--- src/rtl/inst_fetch.sv ---
// Instruction fetch unit: issues word fetches, buffers in-order responses, flushes on redirect.
// Optional misaligned-redirect trap is enabled by defining INST_FETCH_MISALIGN_CHECK_EN.
module inst_fetch #(
    parameter logic [31:0] RESET_PC  = 32'h0000_0000,
    parameter int unsigned BUF_DEPTH = 2
) (
    input  logic        clk,
    input  logic        rst_n,
    output logic        imem_req,
    output logic [31:0] imem_addr,
    input  logic        imem_gnt,
    input  logic        imem_rvalid,
    input  logic [31:0] imem_rdata,
    input  logic        redirect,
    input  logic [31:0] redirect_pc,
    output logic [31:0] inst,
    output logic [31:0] inst_pc,
    output logic        inst_valid,
    input  logic        inst_ready,
    output logic        fetch_misalign
);
    localparam int unsigned PW = $clog2(BUF_DEPTH);
    localparam int unsigned CW = PW + 1;

    typedef enum logic {RUN, DRAIN} state_t;
    state_t state, state_next;

    logic [31:0]   fetch_pc;
    logic [CW-1:0] outstanding;
    logic [CW-1:0] discard;
    logic [CW-1:0] discard_load;
    logic [CW-1:0] count;
    logic [CW:0]   in_use;
    logic [PW-1:0] rd_ptr;
    logic [PW-1:0] wr_ptr;
    logic [31:0]   buf_data [BUF_DEPTH];
    logic [31:0]   buf_pc   [BUF_DEPTH];
    logic          accept;
    logic          push;
    logic          pop;
    logic          misalign;
    logic [31:0]   rsp_pc;
    logic [31:0]   target_pc;

`ifdef INST_FETCH_MISALIGN_CHECK_EN
    always_ff @(posedge clk or negedge rst_n) begin
        if (!rst_n) begin
            misalign <= 1'b0;
        end else if (redirect) begin
            misalign <= |redirect_pc[1:0];
        end
    end
`else
    logic unused_pc_bits;
    assign unused_pc_bits = ^redirect_pc[1:0];
    assign misalign       = 1'b0;
`endif

    assign fetch_misalign = misalign;
    assign target_pc      = {redirect_pc[31:2], 2'b00};

    assign in_use    = {1'b0, count} + {1'b0, outstanding};
    assign imem_req  = rst_n && (state == RUN) && !redirect && !misalign &&
                       (in_use < (CW+1)'(BUF_DEPTH));
    assign imem_addr = fetch_pc;
    assign accept    = imem_req && imem_gnt;

    assign push = (state == RUN) && imem_rvalid && !redirect;
    assign pop  = inst_valid && inst_ready && !redirect;

    // In RUN all in-flight requests are consecutive words ending just below fetch_pc,
    // so the oldest one (the response arriving now) sits outstanding words back.
    assign rsp_pc = fetch_pc - 32'({outstanding, 2'b00});

    assign discard_load = discard + outstanding + CW'(accept) - CW'(imem_rvalid);

    always_ff @(posedge clk or negedge rst_n) begin
        if (!rst_n) begin
            state <= RUN;
        end else begin
            state <= state_next;
        end
    end

    always_comb begin
        state_next = state;
        if (redirect) begin
            state_next = (discard_load != '0) ? DRAIN : RUN;
        end else if ((state == DRAIN) && imem_rvalid && (discard == CW'(1))) begin
            state_next = RUN;
        end
    end

    always_ff @(posedge clk or negedge rst_n) begin
        if (!rst_n) begin
            fetch_pc    <= RESET_PC;
            outstanding <= '0;
            discard     <= '0;
        end else if (redirect) begin
            fetch_pc    <= target_pc;
            outstanding <= '0;
            discard     <= discard_load;
        end else begin
            if (accept) begin
                fetch_pc <= fetch_pc + 32'd4;
            end
            outstanding <= outstanding + CW'(accept) - CW'(push);
            if ((state == DRAIN) && imem_rvalid) begin
                discard <= discard - CW'(1);
            end
        end
    end

    always_ff @(posedge clk or negedge rst_n) begin
        if (!rst_n) begin
            count  <= '0;
            rd_ptr <= '0;
            wr_ptr <= '0;
            for (int unsigned i = 0; i < BUF_DEPTH; i++) begin
                buf_data[i] <= '0;
                buf_pc[i]   <= '0;
            end
        end else if (redirect) begin
            count  <= '0;
            rd_ptr <= '0;
            wr_ptr <= '0;
        end else begin
            if (push) begin
                buf_data[wr_ptr] <= imem_rdata;
                buf_pc[wr_ptr]   <= rsp_pc;
                wr_ptr           <= wr_ptr + PW'(1);
            end
            if (pop) begin
                rd_ptr <= rd_ptr + PW'(1);
            end
            count <= count + CW'(push) - CW'(pop);
        end
    end

    assign inst       = buf_data[rd_ptr];
    assign inst_pc    = buf_pc[rd_ptr];
    assign inst_valid = (count != '0);

endmodule
--- config.mk ---
export PLATFORM = sky130hd
export DESIGN_NAME = inst_fetch
export DESIGN_NICKNAME = d
export VERILOG_FILES = /design/src/rtl/inst_fetch.sv
export SDC_FILE = /design/constraint.sdc
export NUM_CORES = 1
export LEC_CHECK = 0
export CAP_MARGIN = 20
export CORE_MARGIN = 2
export CORE_UTILIZATION = 45
export CTS_CLUSTER_DIAMETER = 50
export DETAILED_ROUTE_END_ITERATION = 8
export GPL_TIMING_DRIVEN = 0
export PLACE_DENSITY = 0.71
export SLEW_MARGIN = 25
export SYNTH_ARGS = -nofsm -noshare
export SYNTH_HDL_FRONTEND = slang
export SYNTH_SLANG_ARGS = --single-unit
--- constraint.sdc ---
create_clock -name clk -period 4 [get_ports clk]
set_input_delay 1.2 -clock clk [delete_from_list [all_inputs] [get_ports clk]]
set_output_delay 1.2 -clock clk [all_outputs]
set_load 0.05 [all_outputs]
==> run metrics, run 1 <==
number of slew-limit violations in the final report=0; Data arrival, critical path=roughly 2.6 ns; total number of nets in the final design=1173; setup violators final=0; clock edge transition at the registers on the reported setup and hold paths=about 0.06 ns; hold buffer count at cts=0; layout cell share with drive strength beyond 1=between 10% and 20%; adder and majority cell fraction of the synthesized area=around 2.1%; initial drt markers=approximately 460; power per cell area=743 nW/um^2; core occupancy in the finished layout=about 61%; via count of the first global-routing pass=7116; Layout Skew=around 0.0094 ns; routed vias/inst=around 5.3; area of the multi-input gates=slightly below 4000 um^2; Synth cell types=between 40 and 50; class of the tightest hold or removal check=register to register; antenna violations before repair=0; worst hold start=buf_data[36]; setup repair after global routing missed its margin=no; final-layout setup total negative slack=0 ns; register bit count reported by yosys=between 150 and 200; fmax=roughly 270 MHz; share of synthesized area occupied by flip-flops and latches=roughly half; core region area=18000 um^2; cell area after synthesis=8300 um^2; Worst setup EP type=output pin; Syn Area/Cell=roughly 9.2 um^2; postcts setup bufs=0; predominant post-synthesis flop cell=sky130_fd_sc_hd__dfrtp_1; Storage cell area=4080 um^2; H-tree levels=4; total count of hold-check failures in the final report=0; Post-Syn Instances=between 900 and 1000; root cell of the clock tree=sky130_fd_sc_hd__clkbuf_16; Async S/R FF share, synth=100%; total routing usage reported by global routing=around a quarter; number of DRC violations after detailed routing=0; Vert. Die Dim=140 um; number of iterations in the first detailed-routing pass=5; area fraction in and, or, nand and nor cells after synthesis=a little under a quarter; start point of the critical path=rst_n; total gr overflow=0; CP Data Required Time=2.80 ns; global-route wire length before repair=~37 mm; portion of netlist area occupied by mux cells=roughly 8.7%; leakage power total=between 4 and 5 nW; result of the run=complete, no violations; post-route clock period utilization=a little over nine tenths; largest driver fanout on the critical path=86; buffers from clock root to sink, at most=2; final critical-path required period=between 3 and 4 ns; maximum capacitance violations=0; total of warnings raised by yosys=0; width of the die=140 um; Worst Setup Path Type=primary input to output pin; area share of the largest cell type after synthesis=between 40% and 50%; DP HPWL=15.6 mm; transition time at the pin with the least slew margin=0.698 ns; maximum vdd ir drop=~0.50 mV; antenna fix cells=0; number of primary I/O pins=169; xor/xnor share of the synthesized area=between 4 and 5%; via count of the routed design=slightly above 7000; GPL Wtd Cong=approximately 0.9; clock tree from TritonCTS=built; pin count of the biggest net entering global routing=86; Inserted Clock Buffers=17; wire per inst=roughly 17 um; number of clock sinks seen by CTS=~160; Post-synth EDFFs=0; number of buffer cells added on primary ports=~160; worst reg2reg path startpoint=outstanding[0]; std cell rows=49; Initial Util=46.0%; Area contributors post-synth=sky130_fd_sc_hd__dfrtp_1 49%, sky130_fd_sc_hd__nand2_1 14%, sky130_fd_sc_hd__mux2_2 8.4%; worst skew pair latency=between 0.4 and 0.5 ns; Total Die Area=between 15000 and 20000 um^2; number of fill cells=1559; main combinational cell family by area after synthesis=simple AND/OR/NAND/NOR gates; normalized max-slew margin=~53%; area growth from synthesis to layout=31.6%; overall routed net length=around 23 mm; startpoint kind of the worst setup timing path=primary input; antenna-violating nets left=0; complex-gate fraction of the synthesized area=under 10%; area leader, netlist=sky130_fd_sc_hd__dfrtp_1
==> cell usage in the layout, fill, tap and decap left out, types with 12 or more instances in the layout <==
cell / count
sky130_fd_sc_hd__nand2_1: 304
sky130_fd_sc_hd__dfrtp_1: 163
sky130_fd_sc_hd__clkdlybuf4s50_1: 159
sky130_fd_sc_hd__o21ai_0: 76
sky130_fd_sc_hd__mux2_2: 62
sky130_fd_sc_hd__clkbuf_1: 46
sky130_fd_sc_hd__nor2_1: 28
sky130_fd_sc_hd__xnor2_1: 27
sky130_fd_sc_hd__nand3_1: 20
sky130_fd_sc_hd__inv_1: 18
sky130_fd_sc_hd__clkbuf_16: 18
sky130_fd_sc_hd__o311ai_0: 16
sky130_fd_sc_hd__nor3_1: 14
sky130_fd_sc_hd__buf_2: 12
==> registers in the layout, summed over array words and instances, names as in the netlist <==
name and count:
buf_data 64, wr_ptr 1, discard 2, rd_ptr 1
count 2, outstanding 2, state 1, buf_pc 60
imem_addr 30
==> final timing paths <==
check / to / slack (ns) / depth (start not counted)
setup / recovery: imem_req / 0.24 / 4
hold / removal: buf_data[36] / 0.47 / 2
setup reg to reg: state / 0.93 / 11
hold reg to reg: buf_data[36] / 0.47 / 2
max in group asynchronous: imem_addr[18] / 2.61 / 2
min in group asynchronous: buf_data[30] / 0.69 / 1
==> routing by layer <==
metal  routed length, um  global-route usage, %  share of wire (%)  vias up
met4                 416                   7.32                1.8        0
li1                    -                      -                  -     3412
met5                   0                      0                  0        -
met3                1480                   4.58                6.6       34
met1               10200                   33.6                 45     3375
met2               10400                   37.0                 46      278
==> stage by stage <==
| stage | setup WS, ns | cells | total power, mW | instance area, um^2 | hold WS [ns] |
|---|---|---|---|---|---|
| final | 0.239 | 1332 | 8.11 | 10900 | 0.469 |
| after floorplan | 0.982 | 910 | 5.13 | 8310 | 0.440 |
| after global placement | -6.66 | 1300 | 6.29 | 10200 | 0.452 |
| after CTS | 0.0155 | 1332 | 8.16 | 10900 | 0.474 |
| after detailed placement | -0.413 | 1301 | 6.34 | 10200 | 0.459 |
| after global routing | 0.0755 | 1332 | 8.56 | 10900 | 0.484 |
==> what timing repair did <==
item / in CTS / in global routing
gates resized for setup: 8 / 0
endpoints found under the setup margin: 60 / 5
gates cloned: 0 / 1
==> synth_stat cells (14+ instances only) <==
| cell | n |
|---|---|
| sky130_fd_sc_hd__nand3_1 | 20 |
| sky130_fd_sc_hd__o311ai_0 | 16 |
| sky130_fd_sc_hd__nand2_1 | 304 |
| sky130_fd_sc_hd__mux2_2 | 62 |
| sky130_fd_sc_hd__o21ai_0 | 76 |
| sky130_fd_sc_hd__dfrtp_1 | 163 |
| sky130_fd_sc_hd__nor2_1 | 28 |
| sky130_fd_sc_hd__inv_1 | 18 |
| sky130_fd_sc_hd__xnor2_1 | 27 |
| sky130_fd_sc_hd__nor3_1 | 14 |
| sky130_fd_sc_hd__clkbuf_1 | 46 |
==> layout make-up <==
type                       instances  share of cell area, %
buffer                            64                   2.60
sequential                       163                   37.4
inverter                          19                  0.653
clock inverter                     9                   1.63
tap                              229                   2.62
timing repair buffer             163                   15.3
clock buffer                      22                   4.25
multi-input combinational        663                   35.6
==> cell families (layout without fill, tap and decap cells) <==
kind of cell	after synthesis	in the layout
AO/OA/AOI/OAI	124	124
XOR/XNOR	38	38
adder cells (fa/ha/maj)	12	12
buffers and inverters	84	277
flip-flops	163	163
multiplexers	64	64
other	1	5
AND/OR/NAND/NOR	420	420
==> where the power goes <==
| part | internal, mW | switching (mW) | total, mW | leakage [nW] |
|---|---|---|---|---|
| clock network | 1.14 | 0.660 | 1.80 | 0.302 |
| logic | 1.36 | 2.35 | 3.71 | 2.51 |
| registers | 2.26 | 0.347 | 2.60 | 2.09 |
| total | 4.75 | 3.36 | 8.11 | 4.90 |
==> worst max-delay path, stage by stage <==
cell and delay [ns]:
sky130_fd_sc_hd__buf_12 0.35, sky130_fd_sc_hd__buf_16 0.28, sky130_fd_sc_hd__and3_1 0.18, sky130_fd_sc_hd__dlygate4sd2_1 0.52
Note: power is estimated with default switching activity, not from simulation.
==> run 2, diff against run 1 <==
Settings changed: ABC_CLOCK_PERIOD_IN_PS from default to 4000, CORE_UTILIZATION 45 to 49, PLACE_DENSITY 0.71 to 0.77.
==> run metrics, run 2 (same netlist as run 1, synthesis figures left out) <==
final-layout setup total negative slack=0 ns (unchanged); setup repair after global routing missed its margin=no; CP Data Required Time=2.80 ns (about the same); largest driver fanout on the critical path=10 (-88%); startpoint kind of the worst setup timing path=register; initial drt markers=583 (+26%); antenna fix cells=0 (unchanged); top routing layer used=met4; core region area=16600 um^2 (-8.0%); number of iterations in the first detailed-routing pass=5 (unchanged); maximum vdd ir drop=0.463 mV (-7.8%); via count of the routed design=7178 (+1.1%); transition time at the pin with the least slew margin=0.678 ns (-0.0200 ns); postcts setup bufs=0 (unchanged); Inserted Clock Buffers=17 (unchanged); buffers from clock root to sink, at most=2 (unchanged); antenna-violating nets left=0 (unchanged); worst skew pair latency=0.43 ns (about the same); total number of nets in the final design=1174 (+0.085%); antenna violations before repair=0 (unchanged); start point of the critical path=rd_ptr; total routing usage reported by global routing=25.0% (+1.3 points); cell count after placement=1293 (-0.61%); Layout Skew=0.00913 ns (-0.000236 ns); worst hold margin=0.468 ns (-0.00134 ns); total count of hold-check failures in the final report=0 (unchanged); overall routed net length=22.0 mm (-2.5%); fmax=259 MHz (-2.7%); power per cell area=729 nW/um^2 (-1.8%); routed vias/inst=5.42 (+1.6%); clock edge transition at the registers on the reported setup and hold paths=0.06 ns (about the same); length of routed met3 wiring=1.80 mm (+22%); maximum capacitance violations=0 (unchanged); Vert. Die Dim=134 um (-4.0%); Resized Gates After CTS=7 (-1); Data arrival, critical path=2.67 ns (+0.11 ns); pin count of the biggest net entering global routing=93 (+8.1%); Biggest register=buf_data; GPL Wtd Cong=0.902 (-2.1%); post-route clock period utilization=96.7% (+2.6 points); width of the die=134 um (-4.0%); final critical-path required period=3.87 ns (+0.106 ns); class of the tightest hold or removal check=register to register; hold buffer count at cts=0 (unchanged); total gr overflow=0 (unchanged); met1 wire length=9.80 mm (-4.3%); clock tree from TritonCTS=built; number of DRC violations after detailed routing=0 (unchanged); leakage power total=4.87 nW (-0.68%); wire per inst=16.6 um (-2.0%); core occupancy in the finished layout=65.4% (+4.8 points); root cell of the clock tree=sky130_fd_sc_hd__clkbuf_16; non-filler instance count after layout=1325 (-0.53%); result of the run=complete, no violations; routed length on met2=9.99 mm (-3.9%); worst reg2reg path startpoint=outstanding[0]; number of clock sinks seen by CTS=163 (unchanged); setup violators final=0 (unchanged); highest-count cells in the layout ignoring fill and taps=304 x sky130_fd_sc_hd__nand2_1, 163 x sky130_fd_sc_hd__dfrtp_1, 159 x sky130_fd_sc_hd__clkdlybuf4s50_1; via count of the first global-routing pass=6930 (-2.6%); layout cell share with drive strength beyond 1=12.2% (+0.34 points); number of slew-limit violations in the final report=0 (unchanged); Worst setup EP type=output pin; most common cell after layout, fill and taps aside=sky130_fd_sc_hd__nand2_1; number of buffer cells added on primary ports=161 (unchanged); Total Die Area=18000 um^2 (-7.9%); worst hold start=buf_data[15]; global-route wire length before repair=35.5 mm (-3.7%); std cell rows=47 (-4.1%); Initial Util=50.0% (+4.0 points); number of flip-flops under the largest register name=64 (unchanged); normalized max-slew margin=54.8% (+1.3 points); number of primary I/O pins=169 (unchanged); number of fill cells=1387 (-11%); Worst Setup Path Type=register to output pin; area growth from synthesis to layout=30.7%; DP HPWL=15.6 mm (-0.57%); H-tree levels=4 (unchanged)
[run 2: power by group]
part           leakage [nW]  total, mW  switching [mW]  internal (mW)
Combinational          2.51       3.71            2.35           1.35
Sequential             2.09       2.60           0.347           2.26
Clock                 0.269       1.60           0.721          0.874
Total                  4.87       7.90            3.42           4.48
[run 2: metal layers]
| metal | GRT usage (%) | up-vias |
|---|---|---|
| li1 | - | 3418 |
| met1 | 34.7 | 3396 |
| met2 | 39.3 | 329 |
| met3 | 5.52 | 35 |
| met4 | 8.19 | 0 |
| met5 | 0 | - |
[run 2: worst paths after layout]
kind                                 to  slack [ns]  depth (start not counted)
min in group asynchronous    buf_pc[17]        0.54                          1
hold / removal             buf_data[15]        0.47                          2
setup reg to reg                  state        0.85                         11
hold reg to reg            buf_data[15]        0.47                          2
setup / recovery            inst_pc[30]        0.13                          4
max in group asynchronous  buf_data[59]        2.47                          3
[run 2: stage by stage]
| step | cell area (um^2) | total power, mW | setup slack (ns) |
|---|---|---|---|
| 6_report | 10800 | 7.90 | 0.133 |
| 5_1_grt | 10800 | 8.33 | 0.0260 |
| 4_1_cts | 10800 | 7.95 | 0.0852 |
| 3_5_place_dp | 10300 | 6.34 | -0.00147 |
| 3_3_place_gp | 10200 | 6.27 | -6.57 |
| 2_1_floorplan | 8310 | 5.13 | 0.982 |
[run 2: final cells by class]
type / instances / area [um^2] / area share, %
clock inverter: 15 / 150 / 1.38
timing repair buffer: 163 / 1670 / 15.4
tap: 220 / 275 / 2.54
clock buffer: 17 / 425 / 3.92
multi-input combinational: 663 / 3880 / 35.8
buffer: 65 / 288 / 2.65
sequential: 163 / 4080 / 37.6
inverter: 19 / 71.3 / 0.658
[run 2: critical path, stage by stage, from the launching register on]
cell	delay (ns)
sky130_fd_sc_hd__dfrtp_1	0.32
sky130_fd_sc_hd__clkbuf_1	0.42
sky130_fd_sc_hd__clkbuf_2	0.38
sky130_fd_sc_hd__mux2_2	0.37
sky130_fd_sc_hd__clkdlybuf4s50_1	0.74
==> run 3, diff against run 2 <==
Settings changed: ABC_CLOCK_PERIOD_IN_PS 4000 to 4510, SETUP_SLACK_MARGIN from default to 0.1.
Clock period 4 ns to 4.51 ns, I/O delays scaled along.
==> run metrics, run 3 (same netlist as run 1, synthesis figures left out) <==
global-route wire length before repair=35.5 mm (about the same); Layout Skew=0.00828 ns (-0.000850 ns); std cell rows=47 (unchanged); CP Data Required Time=3.16 ns (+0.36 ns); normalized max-slew margin=54.3% (-0.55 points); routed vias/inst=5.43 (+0.15%); H-tree levels=4 (unchanged); hold buffer count at cts=0 (unchanged); overall routed net length=22.1 mm (+0.37%); Resized Gates After CTS=0 (-7); logic gate share of total power=46.9% (about the same); antenna-violating nets left=0 (unchanged); routed length on met2=10.1 mm (+1.2%); post-route clock period utilization=approximately 95%; number of slew-limit violations in the final report=0 (unchanged); number of iterations in the first detailed-routing pass=7 (+2); number of clock sinks seen by CTS=163 (unchanged); number of fill cells=1387 (unchanged); internal power of the cells=3.98 mW (-11%); buffers from clock root to sink, at most=2 (unchanged); clock tree from TritonCTS=built; number of DRC violations after detailed routing=0 (unchanged); total number of nets in the final design=1174 (unchanged); cell count after placement=1293 (unchanged); largest driver fanout on the critical path=5 (-5); number of primary I/O pins=169 (unchanged); width of the die=134 um (unchanged); most common cell after layout, fill and taps aside=sky130_fd_sc_hd__nand2_1; leakage power total=4.84 nW (-0.58%); total gr overflow=0 (unchanged); total placed instance area=10300 um^2 (unchanged); proportion of total power due to net switching=43.3% (about the same); initial drt markers=633 (+8.6%); number of buffer cells added on primary ports=161 (unchanged); startpoint kind of the worst setup timing path=primary input; Layout Cell Area excl Fill=10800 um^2 (about the same); met1 wire length=9.65 mm (-1.5%); worst skew pair latency=0.43 ns (about the same); non-filler instance count after layout=1325 (unchanged); GPL Wtd Cong=0.902 (unchanged); clock edge transition at the registers on the reported setup and hold paths=0.06 ns (about the same); antenna violations before repair=0 (unchanged); Total Die Area=18000 um^2 (unchanged); core region area=16600 um^2 (unchanged); layout cell share with drive strength beyond 1=11.7% (-0.54 points); maximum vdd ir drop=0.410 mV (-11%); Biggest register=buf_data; setup repair after global routing missed its margin=no; DP HPWL=15.6 mm (unchanged); area growth from synthesis to layout=30.6% (about the same); root cell of the clock tree=sky130_fd_sc_hd__clkbuf_16; antenna fix cells=0 (unchanged); total routing usage reported by global routing=25.0% (about the same); length of routed met3 wiring=1.90 mm (+5.7%); Initial Util=50.0% (unchanged); Worst Setup Path Type=primary input to output pin; fmax=about 230 MHz; number of flip-flops under the largest register name=64 (unchanged); pin count of the biggest net entering global routing=93 (unchanged); highest-count cells in the layout ignoring fill and taps=304 x sky130_fd_sc_hd__nand2_1, 163 x sky130_fd_sc_hd__dfrtp_1, 160 x sky130_fd_sc_hd__clkdlybuf4s50_1; wire per inst=16.6 um (+0.37%); power per cell area=647 nW/um^2 (-11%); Inserted Clock Buffers=17 (unchanged); Data arrival, critical path=2.94 ns (+0.27 ns); maximum capacitance violations=0 (unchanged); setup violators final=0 (unchanged); class of the tightest hold or removal check=register to register; transition time at the pin with the least slew margin=0.686 ns (+0.00822 ns); fraction of power consumed by sequential logic=32.9% (about the same); sw power=3.04 mW (-11%); Vert. Die Dim=134 um (unchanged); core occupancy in the finished layout=65.3% (about the same); top routing layer used=met4; final critical-path required period=approximately 4.3 ns; postcts setup bufs=0 (unchanged); power consumption=7.01 mW (-11%); total count of hold-check failures in the final report=0 (unchanged); portion of total power attributed to the clock network=20.2% (about the same); Worst setup EP type=output pin; via count of the routed design=7189 (+0.15%); via count of the first global-routing pass=6927 (-0.043%); result of the run=complete, no violations
run 3: changes by cell type in the layout (fill, tap and decap cells not counted):
cell / before / now
sky130_fd_sc_hd__buf_1: 0 / 4
sky130_fd_sc_hd__buf_2: 12 / 8
sky130_fd_sc_hd__clkbuf_1: 44 / 46
sky130_fd_sc_hd__clkbuf_2: 2 / 0
sky130_fd_sc_hd__clkdlybuf4s50_1: 159 / 160
sky130_fd_sc_hd__dlygate4sd2_1: 1 / 0
run 3: power groups by stage:
stage               registers [mW]  clock network, mW  logic (mW)
floorplan                     2.34                  0        2.21
CTS                           2.31               1.43        3.31
detailed placement            2.33                  0        3.29
global route                  2.38               1.50        3.51
finish                        2.31               1.41        3.29
global placement              2.31                  0        3.25
run 3: final cells by class:
class                      instances  area [um^2]  share of cell area, %
sequential                       163         4080                   37.6
multi-input combinational        663         3880                   35.8
timing repair buffer             163         1670                   15.4
clock buffer                      17          425                   3.93
buffer                            65          280                   2.59
tap                              220          275                   2.54
clock inverter                    15          150                   1.39
inverter                          19         71.3                  0.658
run 3: path summary, 6_finish.rpt:
check	start	end	slack [ns]	cells past startpoint
worst max-delay path	redirect	imem_req	0.21	4
worst min-delay path	buf_data[15]	buf_data[15]	0.47	2
worst max register to register	outstanding[0]	state	1.33	11
worst min register to register	buf_data[15]	buf_data[15]	0.47	2
max in group asynchronous	rst_n	buf_data[59]	2.83	3
min in group asynchronous	rst_n	buf_pc[17]	0.69	1
run 3: critical path: stages:
cell                              delay, ns
sky130_fd_sc_hd__clkdlybuf4s50_1       0.43
sky130_fd_sc_hd__nor2_2                0.19
sky130_fd_sc_hd__and3_1                0.18
sky130_fd_sc_hd__clkdlybuf4s50_1       0.80
run 3: metrics by stage:
step / hold slack, ns / TNS [ns] / worst slack (ns)
final: 0.467 / 0 / 0.212
after global routing: 0.488 / 0 / 0.111
after CTS: 0.473 / 0 / 0.202
after detailed placement: 0.457 / 0 / 0.203
after global placement: 0.452 / -953.40 / -6.21
after floorplan: 0.440 / 0 / 1.19
run 3: per-layer routing:
metal  vias to the layer above  track usage (%)
li1                       3421                -
met1                      3383             34.7
met2                       349             39.3
met3                        36             5.52
met4                         0             8.19
met5                         -                0
